[src/rtl/lsu_mem_ctrl.sv]
// Load/store controller for the synchronous-read, word-addressed data RAM.
// One transaction at a time; sub-word stores are done as read-modify-write.
module lsu_mem_ctrl #(
  parameter int DEPTH  = 1024,
  parameter int ADDR_W = 32,
  localparam int AW    = $clog2(DEPTH)
) (
  input  logic              clock,
  input  logic              reset,
  input  logic              req_valid,
  output logic              req_ready,
  input  logic              req_we,
  input  logic [1:0]        req_size,
  input  logic              req_unsigned,
  input  logic [ADDR_W-1:0] req_addr,
  input  logic [31:0]       req_wdata,
  output logic              resp_valid,
  input  logic              resp_ready,
  output logic [31:0]       resp_rdata,
  output logic              resp_err,
  output logic              ram_write_en,
  output logic [AW-1:0]     ram_addr,
  output logic [31:0]       ram_wdata,
  input  logic [31:0]       ram_rdata
);

  typedef enum logic [2:0] {
    IDLE,
    RD,
    MERGE,
    WR,
    RESP
  } state_t;

  localparam logic [1:0] SZ_BYTE = 2'b00;
  localparam logic [1:0] SZ_HALF = 2'b01;
  localparam logic [1:0] SZ_WORD = 2'b10;

  state_t            state;
  logic              lat_we;
  logic [1:0]        lat_size;
  logic              lat_uns;
  logic [1:0]        lat_off;
  logic [15:0]       lat_wdata;

  logic [ADDR_W-1:0] word_idx;
  logic              req_bad;
  logic [7:0]        sel_byte;
  logic [15:0]       sel_half;
  logic [31:0]       load_data;
  logic [31:0]       merge_data;

  // Request legality is decided on the raw inputs so an error never reaches the RAM.
  always_comb begin
    word_idx = req_addr >> 2;
    req_bad  = 1'b0;
    case (req_size)
      SZ_HALF: req_bad = req_addr[0];
      SZ_WORD: req_bad = |req_addr[1:0];
      SZ_BYTE: req_bad = 1'b0;
      default: req_bad = 1'b1;
    endcase
    if (word_idx >= ADDR_W'(DEPTH)) begin
      req_bad = 1'b1;
    end
  end

  always_comb begin
    sel_byte = ram_rdata[{lat_off, 3'b000} +: 8];
    sel_half = ram_rdata[{lat_off[1], 4'b0000} +: 16];
    case (lat_size)
      SZ_BYTE: load_data = lat_uns ? {24'h000000, sel_byte} : {{24{sel_byte[7]}}, sel_byte};
      SZ_HALF: load_data = lat_uns ? {16'h0000, sel_half}   : {{16{sel_half[15]}}, sel_half};
      default: load_data = ram_rdata;
    endcase
    merge_data = ram_rdata;
    if (lat_size == SZ_BYTE) begin
      merge_data[{lat_off, 3'b000} +: 8] = lat_wdata[7:0];
    end else if (lat_size == SZ_HALF) begin
      merge_data[{lat_off[1], 4'b0000} +: 16] = lat_wdata;
    end
  end

  always_ff @(posedge clock) begin
    if (reset) begin
      state        <= IDLE;
      req_ready    <= 1'b1;
      resp_valid   <= 1'b0;
      resp_err     <= 1'b0;
      resp_rdata   <= '0;
      ram_write_en <= 1'b0;
      ram_addr     <= '0;
      ram_wdata    <= '0;
      lat_we       <= 1'b0;
      lat_size     <= '0;
      lat_uns      <= 1'b0;
      lat_off      <= '0;
      lat_wdata    <= '0;
    end else begin
      case (state)
        IDLE: begin
          if (req_valid && req_ready) begin
            req_ready <= 1'b0;
            lat_we    <= req_we;
            lat_size  <= req_size;
            lat_uns   <= req_unsigned;
            lat_off   <= req_addr[1:0];
            lat_wdata <= req_wdata[15:0];
            if (req_bad) begin
              state      <= RESP;
              resp_valid <= 1'b1;
              resp_err   <= 1'b1;
              resp_rdata <= '0;
            end else begin
              ram_addr <= req_addr[AW+1:2];
              if (req_we && (req_size == SZ_WORD)) begin
                state        <= WR;
                ram_wdata    <= req_wdata;
                ram_write_en <= 1'b1;
              end else begin
                state <= RD;
              end
            end
          end
        end
        RD: begin
          state <= MERGE;
        end
        MERGE: begin
          if (lat_we) begin
            state        <= WR;
            ram_wdata    <= merge_data;
            ram_write_en <= 1'b1;
          end else begin
            state      <= RESP;
            resp_valid <= 1'b1;
            resp_err   <= 1'b0;
            resp_rdata <= load_data;
          end
        end
        WR: begin
          state        <= RESP;
          ram_write_en <= 1'b0;
          resp_valid   <= 1'b1;
          resp_err     <= 1'b0;
          resp_rdata   <= '0;
        end
        RESP: begin
          if (resp_ready) begin
            state      <= IDLE;
            resp_valid <= 1'b0;
            resp_err   <= 1'b0;
            resp_rdata <= '0;
            req_ready  <= 1'b1;
          end
        end
        default: begin
          state        <= IDLE;
          req_ready    <= 1'b1;
          resp_valid   <= 1'b0;
          ram_write_en <= 1'b0;
        end
      endcase
    end
  end

endmodule

[config.mk]
export PLATFORM = sky130hd
export DESIGN_NAME = lsu_mem_ctrl
export DESIGN_NICKNAME = d
export VERILOG_FILES = /design/src/rtl/lsu_mem_ctrl.sv
export SDC_FILE = /design/constraint.sdc
export NUM_CORES = 1
export LEC_CHECK = 0
export ABC_AREA = 1
export CAP_MARGIN = 10
export CELL_PAD_IN_SITES_DETAIL_PLACEMENT = 1
export CELL_PAD_IN_SITES_GLOBAL_PLACEMENT = 1
export CORE_ASPECT_RATIO = 1.25
export CORE_UTILIZATION = 32
export CTS_CLUSTER_SIZE = 8
export DETAILED_ROUTE_END_ITERATION = 16
export PLACE_DENSITY = 0.88
export SYNTH_ARGS = -nofsm -noshare
export SYNTH_HDL_FRONTEND = slang
export SYNTH_SLANG_ARGS = --single-unit
[constraint.sdc]
create_clock -name clock -period 2.75 [get_ports clock]
set_input_delay 0.6875 -clock clock [delete_from_list [all_inputs] [get_ports clock]]
set_output_delay 0.6875 -clock clock [all_outputs]
set_load 0.1 [all_outputs]
==> impl_metrics.py, run 1 <==
metrics = {
    "placed_design": {
        "gp_congestion": 0.925,
        "port_buffers": 181,
        "place_hpwl_mm": 18.9,
        "preCtsSetupSlack_ps": 220,
        "place_area_sq_um": 8180,
    },
    "finish": {
        "finalInstanceArea_sq_um": 8440,
        "synthToLayoutAreaGrowth_pct": 32.5,
        "n_antenna_cell": 0,
        "fin_nets": 1331,
        "fin_util_pct": 43.4,
        "drive_gt1_share_pct": 11.2,
    },
    "clock_tree": {
        "post_cts_buffers": 0,
        "post_cts_resized": 0,
        "ctsLongestPathBuffers": 2,
        "insertion_delay_ps": 360,
        "root_buffer": "clkbuf_16",
        "cts_sinks": 103,
        "ctsHoldBuffers": 0,
        "cts_tree": "yes",
        "h-tree-depth": 3,
        "clkTransAtPathRegs_ps": 70,
        "numCtsBuffers": 9,
    },
    "power_and_ir_drop": {
        "p_per_area_nw_per_um2": 574,
        "power_switching_mw": 2.06,
        "p_comb_share_pct": 40.6,
        "power_leakage_nw": 3.88,
        "power.internal_mw": 2.79,
        "p_clk_share_pct": 25.0,
        "swShare_pct": 42.5,
        "peakVddDrop_v": 0.000301,
        "pwr-share-seq_pct": 34.4,
    },
    "critical_path": {
        "cp_slowest_cell": "inv_2",
        "cp.required_ps": 3040,
        "crit_top_cell": "nor2_1",
        "start_kind": "register",
        "crit_chain": "buf_4 > nor2_1 > inv_2 > buf_4 > nor2_1 > o21ai_0 > nand3_1 > nand2_1 > nor2_1 > nor2_1",
        "cp-end-kind": "register",
        "max_stage_delay_ps": 400,
        "crit_type": "register to register",
        "cp_max_fo": 29,
        "cp-startpoint": "lat_size[1]",
        "rrSetupSlack_ps": 580,
        "reg2reg_from": "lat_size[1]",
        "critPathArrivalTime_ps": 2460,
    },
    "sta": {
        "rsz0062_at_grt": "no",
        "tightest_slew_ps": 641,
        "final_hold_viol_count": 0,
        "clock.fmax_mhz": 461,
        "period_needed_ps": 2170,
        "skew_ps": 8.43,
        "finalSetupTns_ps": 0,
        "maxSlewHeadroom_pct": 57.2,
        "postLayoutSetupSlackWorst_ps": 581,
        "slew_viol_final": 0,
        "fin_crit_sh_pct": 78.9,
        "hold_slack_ps": 452,
        "report.final.setup_viol": 0,
    },
    "grt": {
        "overflow": 0,
        "grt_start_max_net_pins": 62,
        "grt_pass1_vias": 7597,
        "antenna_found_initial": 0,
        "grt.total_usage_pct": 24.4,
        "grt_pass1_wl_mm": 39.3,
    },
    "floorplanning": {
        "core_area_sq_um": 19500,
        "die_area_sq_um": 20500,
        "initial_core_util_pct": 32.7,
        "num_rows": 57,
        "die_w_microns": 128,
        "die_y_microns": 160,
        "io_pins": 182,
    },
    "detailed_routing": {
        "antenna_left": 0,
        "vias": 7644,
        "dr.pass1.iters": 5,
        "drt_wl_total_mm": 24.9,
        "drtIter0Drc": 593,
        "vias_per_cell": 5.12,
        "drc": 0,
        "wl_per_cell_microns": 16.7,
    },
    "synth": {
        "yosysUniqueCellTypes": 29,
        "synth-seq-cells": 103,
        "synthesis.nets": 1182,
        "yosys_warnings": 0,
        "yosysSeqAreaShare_pct": 32.4,
        "synth_simple_gate_area_share_pct": 36.1,
        "synth-compound-area-share_pct": 19.2,
        "synthAdderAreaFrac_pct": 0.982,
        "synth_xor_area_share_pct": 0,
        "syn_inst": 1073,
        "synth_top_family_by_area": "simple AND/OR/NAND/NOR gates",
        "syn_area_per_cell_sq_um": 5.94,
        "synthesis.area_sq_um": 6370,
        "synthMuxAreaShare_pct": 0,
    },
    "run_status": {
        "outcome": "completed",
    },
    "run": {
        "drv_cap": 0,
    },
    "min_path": {
        "hp-class": "register to register",
        "hold_path.startpoint": "resp_valid",
    },
}
[through the flow]
step | instances | total power, mW
2_1_floorplan | 1073 | 3.05
3_3_place_gp | 1476 | 3.60
3_5_place_dp | 1476 | 3.64
4_1_cts | 1492 | 4.86
5_1_grt | 1492 | 5.12
6_report | 1492 | 4.85
[placed cells by master, fill, tap and decap left out, types with 2 or more instances in the layout]
| master | count |
|---|---|
| nand2_1 | 334 |
| clkinv_1 | 3 |
| buf_12 | 3 |
| o22ai_1 | 6 |
| inv_2 | 7 |
| clkinv_2 | 4 |
| o211ai_1 | 15 |
| ha_1 | 5 |
| a22oi_1 | 7 |
| inv_1 | 94 |
| clkdlybuf4s50_1 | 103 |
| nand3_2 | 3 |
| dfxtp_1 | 103 |
| nand3_1 | 62 |
| nor2_2 | 4 |
| a21oi_1 | 121 |
| nor2_4 | 2 |
| inv_4 | 2 |
| or2_2 | 3 |
| nor2_1 | 148 |
| buf_4 | 94 |
| o21ai_0 | 80 |
| nand4_1 | 6 |
| nand2_4 | 2 |
| clkbuf_16 | 9 |
[cell type report]
type                            count  area, sq um
Clock buffer                       10          229
Sequential cell                   103         2060
Fill cell                        2670        11000
Tap cell                          265          332
Multi-Input combinational cell    802         3580
Inverter                          106          403
Timing Repair Buffer              200         1800
Clock inverter                      6         36.3
[final timing paths]
kind | to | depth (start not counted)
max | ram_wdata[11] | 10
min | resp_valid | 2
max reg2reg | ram_wdata[11] | 10
min reg2reg | resp_valid | 2
[metal layers]
metal	wire (microns)	track usage [%]
met1	10600	31.3
met2	12100	40.7
met3	1450	2.81
met4	762	11.0
met5	0	0
[flip-flops by register name (all words and copies together) (netlist names), 2 cells and up]
name and cells:
lat_off 2, lat_size 2, lat_wdata 16, ram_addr 10, ram_wdata 32, resp_rdata 32
state 3
[power by group through the flow]
stage                     Clock [mW]  Combinational [mW]  Sequential, mW
after global placement             0                1.90            1.70
final                           1.21                1.97            1.67
after floorplan                    0                1.06            1.99
after CTS                       1.24                1.95            1.67
after detailed placement           0                1.94            1.70
after global routing            1.31                2.13            1.68
[logic make-up after synthesis]
group | Yosys count
buf+inv | 168
compound gates | 231
flops | 103
simple gates | 566
fa+ha+maj | 5
[synthesized netlist by cell type, drive strengths merged]
master / count / area (sq um)
or2: 3 / 18.8
a22oi: 7 / 52.6
nor2: 154 / 603
o31ai: 1 / 7.51
o211ai: 15 / 113
nand4: 6 / 37.5
clkinv: 3 / 11.3
inv: 103 / 392
a21oi: 121 / 606
dfxtp: 103 / 2060
ha: 5 / 62.6
buf: 32 / 210
o21ai: 81 / 405
clkbuf: 30 / 113
o22ai: 6 / 37.5
nand2: 337 / 1280
nand3: 66 / 358
[critical path: cells and delay by family, from the launching register on]
kind | cells | cell delay, ps
buffers and inverters | 3 | 1040
and+or+nand+nor | 6 | 610
DFF | 1 | 350
AOI/OAI and AO/OA | 1 | 80
Note: power is estimated with default switching activity, not from simulation.
==> run 2: changes to the inputs <==
clock period = 2.08 ns   (was 2.75 ns; I/O delays follow)
==> impl_metrics.py, run 2 (same netlist as run 1, synthesis figures left out) <==
metrics = {
    "run_status": {
        "outcome": "completed",
    },
    "placed_design": {
        "place_hpwl_mm": 19.4,
        "place_area_sq_um": 8530,
        "gp_congestion": 0.874,
        "port_buffers": 181,
    },
    "critical_path": {
        "start_kind": "register",
        "critPathBufInv": 2,
        "max_stage_delay_ps": 350,
        "crit_chain": "clkinv_1 > ha_1 > inv_1 > nor2_2 > nand2_1 > nand2_1 > nand2_1 > nand3_1 > nand2_1 > nand3_1 > nand2_1 > nor2_1",
        "cp_slowest_cell": "dfxtp_1",
        "cp-end-kind": "register",
        "crit_top_cell": "nand2_1",
        "cp.required_ps": 2380,
        "crit_family": "simple AND/OR/NAND/NOR gates",
        "cp_max_fo": 8,
        "crit_type": "register to register",
        "critPathArrivalTime_ps": 2250,
    },
    "clock_tree": {
        "numCtsBuffers": 9,
        "ctsHoldBuffers": 0,
        "root_buffer": "clkbuf_16",
        "insertion_delay_ps": 360,
        "ctsLongestPathBuffers": 2,
        "cts_tree": "yes",
        "h-tree-depth": 3,
        "cts_sinks": 103,
        "clkTransAtPathRegs_ps": 70,
    },
    "power_and_ir_drop": {
        "peakVddDrop_v": 0.000385,
        "power_leakage_nw": 4.07,
        "p_per_area_nw_per_um2": 771,
        "p_total_mw": 6.81,
    },
    "sta": {
        "clock.fmax_mhz": 513,
        "period_needed_ps": 1950,
        "report.final.setup_viol": 0,
        "hold_slack_ps": 453,
        "tightest_slew_ps": 529,
        "fin_crit_sh_pct": 93.7,
        "final_hold_viol_count": 0,
        "rsz0062_at_grt": "no",
        "skew_ps": 9.30,
        "maxSlewHeadroom_pct": 64.7,
        "slew_viol_final": 0,
    },
    "grt": {
        "grt.total_usage_pct": 25.4,
        "antenna_found_initial": 0,
        "grt_start_max_net_pins": 62,
        "overflow": 0,
        "grt_pass1_wl_mm": 40.9,
        "grt_pass1_vias": 7861,
    },
    "floorplanning": {
        "num_rows": 57,
        "die_area_sq_um": 20500,
        "initial_core_util_pct": 32.7,
        "die_w_microns": 128,
        "io_pins": 182,
        "die_y_microns": 160,
        "core_area_sq_um": 19500,
    },
    "detailed_routing": {
        "antenna_left": 0,
        "drt_wl_total_mm": 25.7,
        "vias_per_cell": 5.11,
        "wl_per_cell_microns": 16.9,
        "vias": 7751,
        "drtIter0Drc": 567,
        "drc": 0,
        "dr.pass1.iters": 5,
    },
    "finish": {
        "finalInstanceArea_sq_um": 8840,
        "n_antenna_cell": 0,
        "final_common_cell": "nand2_1",
        "final_cell_mix": "nand2_1 (334), nor2_1 (148), a21oi_1 (121), buf_4 (106)",
        "synthToLayoutAreaGrowth_pct": 38.7,
        "drive_gt1_share_pct": 13.1,
        "fin_nets": 1356,
        "reg.largest.list": "ram_wdata (32), resp_rdata (32), lat_wdata (16)",
    },
    "run": {
        "drv_cap": 0,
    },
    "min_path": {
        "hp-class": "register to register",
    },
}
[run 2: worst register-to-register path: stages (launching register included)]
cell and delay [ps]:
dfxtp_1 350, clkinv_1 130, ha_1 350, inv_1 80
nor2_2 290, nand2_1 100, nand2_1 70, nand2_1 60
nand3_1 150, nand2_1 70, nand3_1 90, nand2_1 50
nor2_1 80
[run 2: path summary, 6_finish.rpt]
| check | from | to | slack, ps | cells after the start |
|---|---|---|---|---|
| worst min-delay path | resp_valid | resp_valid | 450 | 2 |
| worst max register to register | lat_off[0] | ram_wdata[22] | 130 | 12 |
| worst min register to register | resp_valid | resp_valid | 450 | 2 |
| worst max-delay path | lat_off[0] | ram_wdata[22] | 130 | 12 |
[run 2: power by group]
| group | leakage [nW] | internal (mW) | total [mW] | switching [mW] |
|---|---|---|---|---|
| Combinational | 3.08 | 0.930 | 2.80 | 1.87 |
| Sequential | 0.835 | 2.10 | 2.22 | 0.116 |
| Clock | 0.152 | 0.998 | 1.80 | 0.802 |
| Total | 4.07 | 4.03 | 6.81 | 2.78 |
[run 2: layout make-up]
cell class	instances	area [sq um]
fill	2598	10600
clock buffer	11	253
sequential	103	2060
clock inverter	5	56.3
inverter	106	403
timing repair buffer	225	2150
tap	265	332
multi-input combinational	802	3590
[run 2: per-layer routing]
metal | vias up | global-route usage (%) | part of all wire, %
li1 | 3767 | - | -
met1 | 3700 | 33.0 | 44
met4 | 0 | 9.52 | 2.7
met3 | 45 | 3.02 | 4.4
met5 | - | 0 | 0
met2 | 239 | 42.7 | 49
[run 2: repair_timing]
action,CTS,global route
setup buffers,0,0
setup endpoints to repair,0,3
hold endpoints to repair,0,0
gates resized for setup,0,1
[run 2: through the flow]
stage               worst slack [ps]  setup TNS, ps  cells  util [%]
floorplan                       13.1              0   1073         -
global placement               -28.3           -422   1501      43.8
detailed placement              -172          -8690   1501      43.8
CTS                              143              0   1517      45.4
global route                    7.82              0   1517      45.4
finish                           130              0   1517      45.4
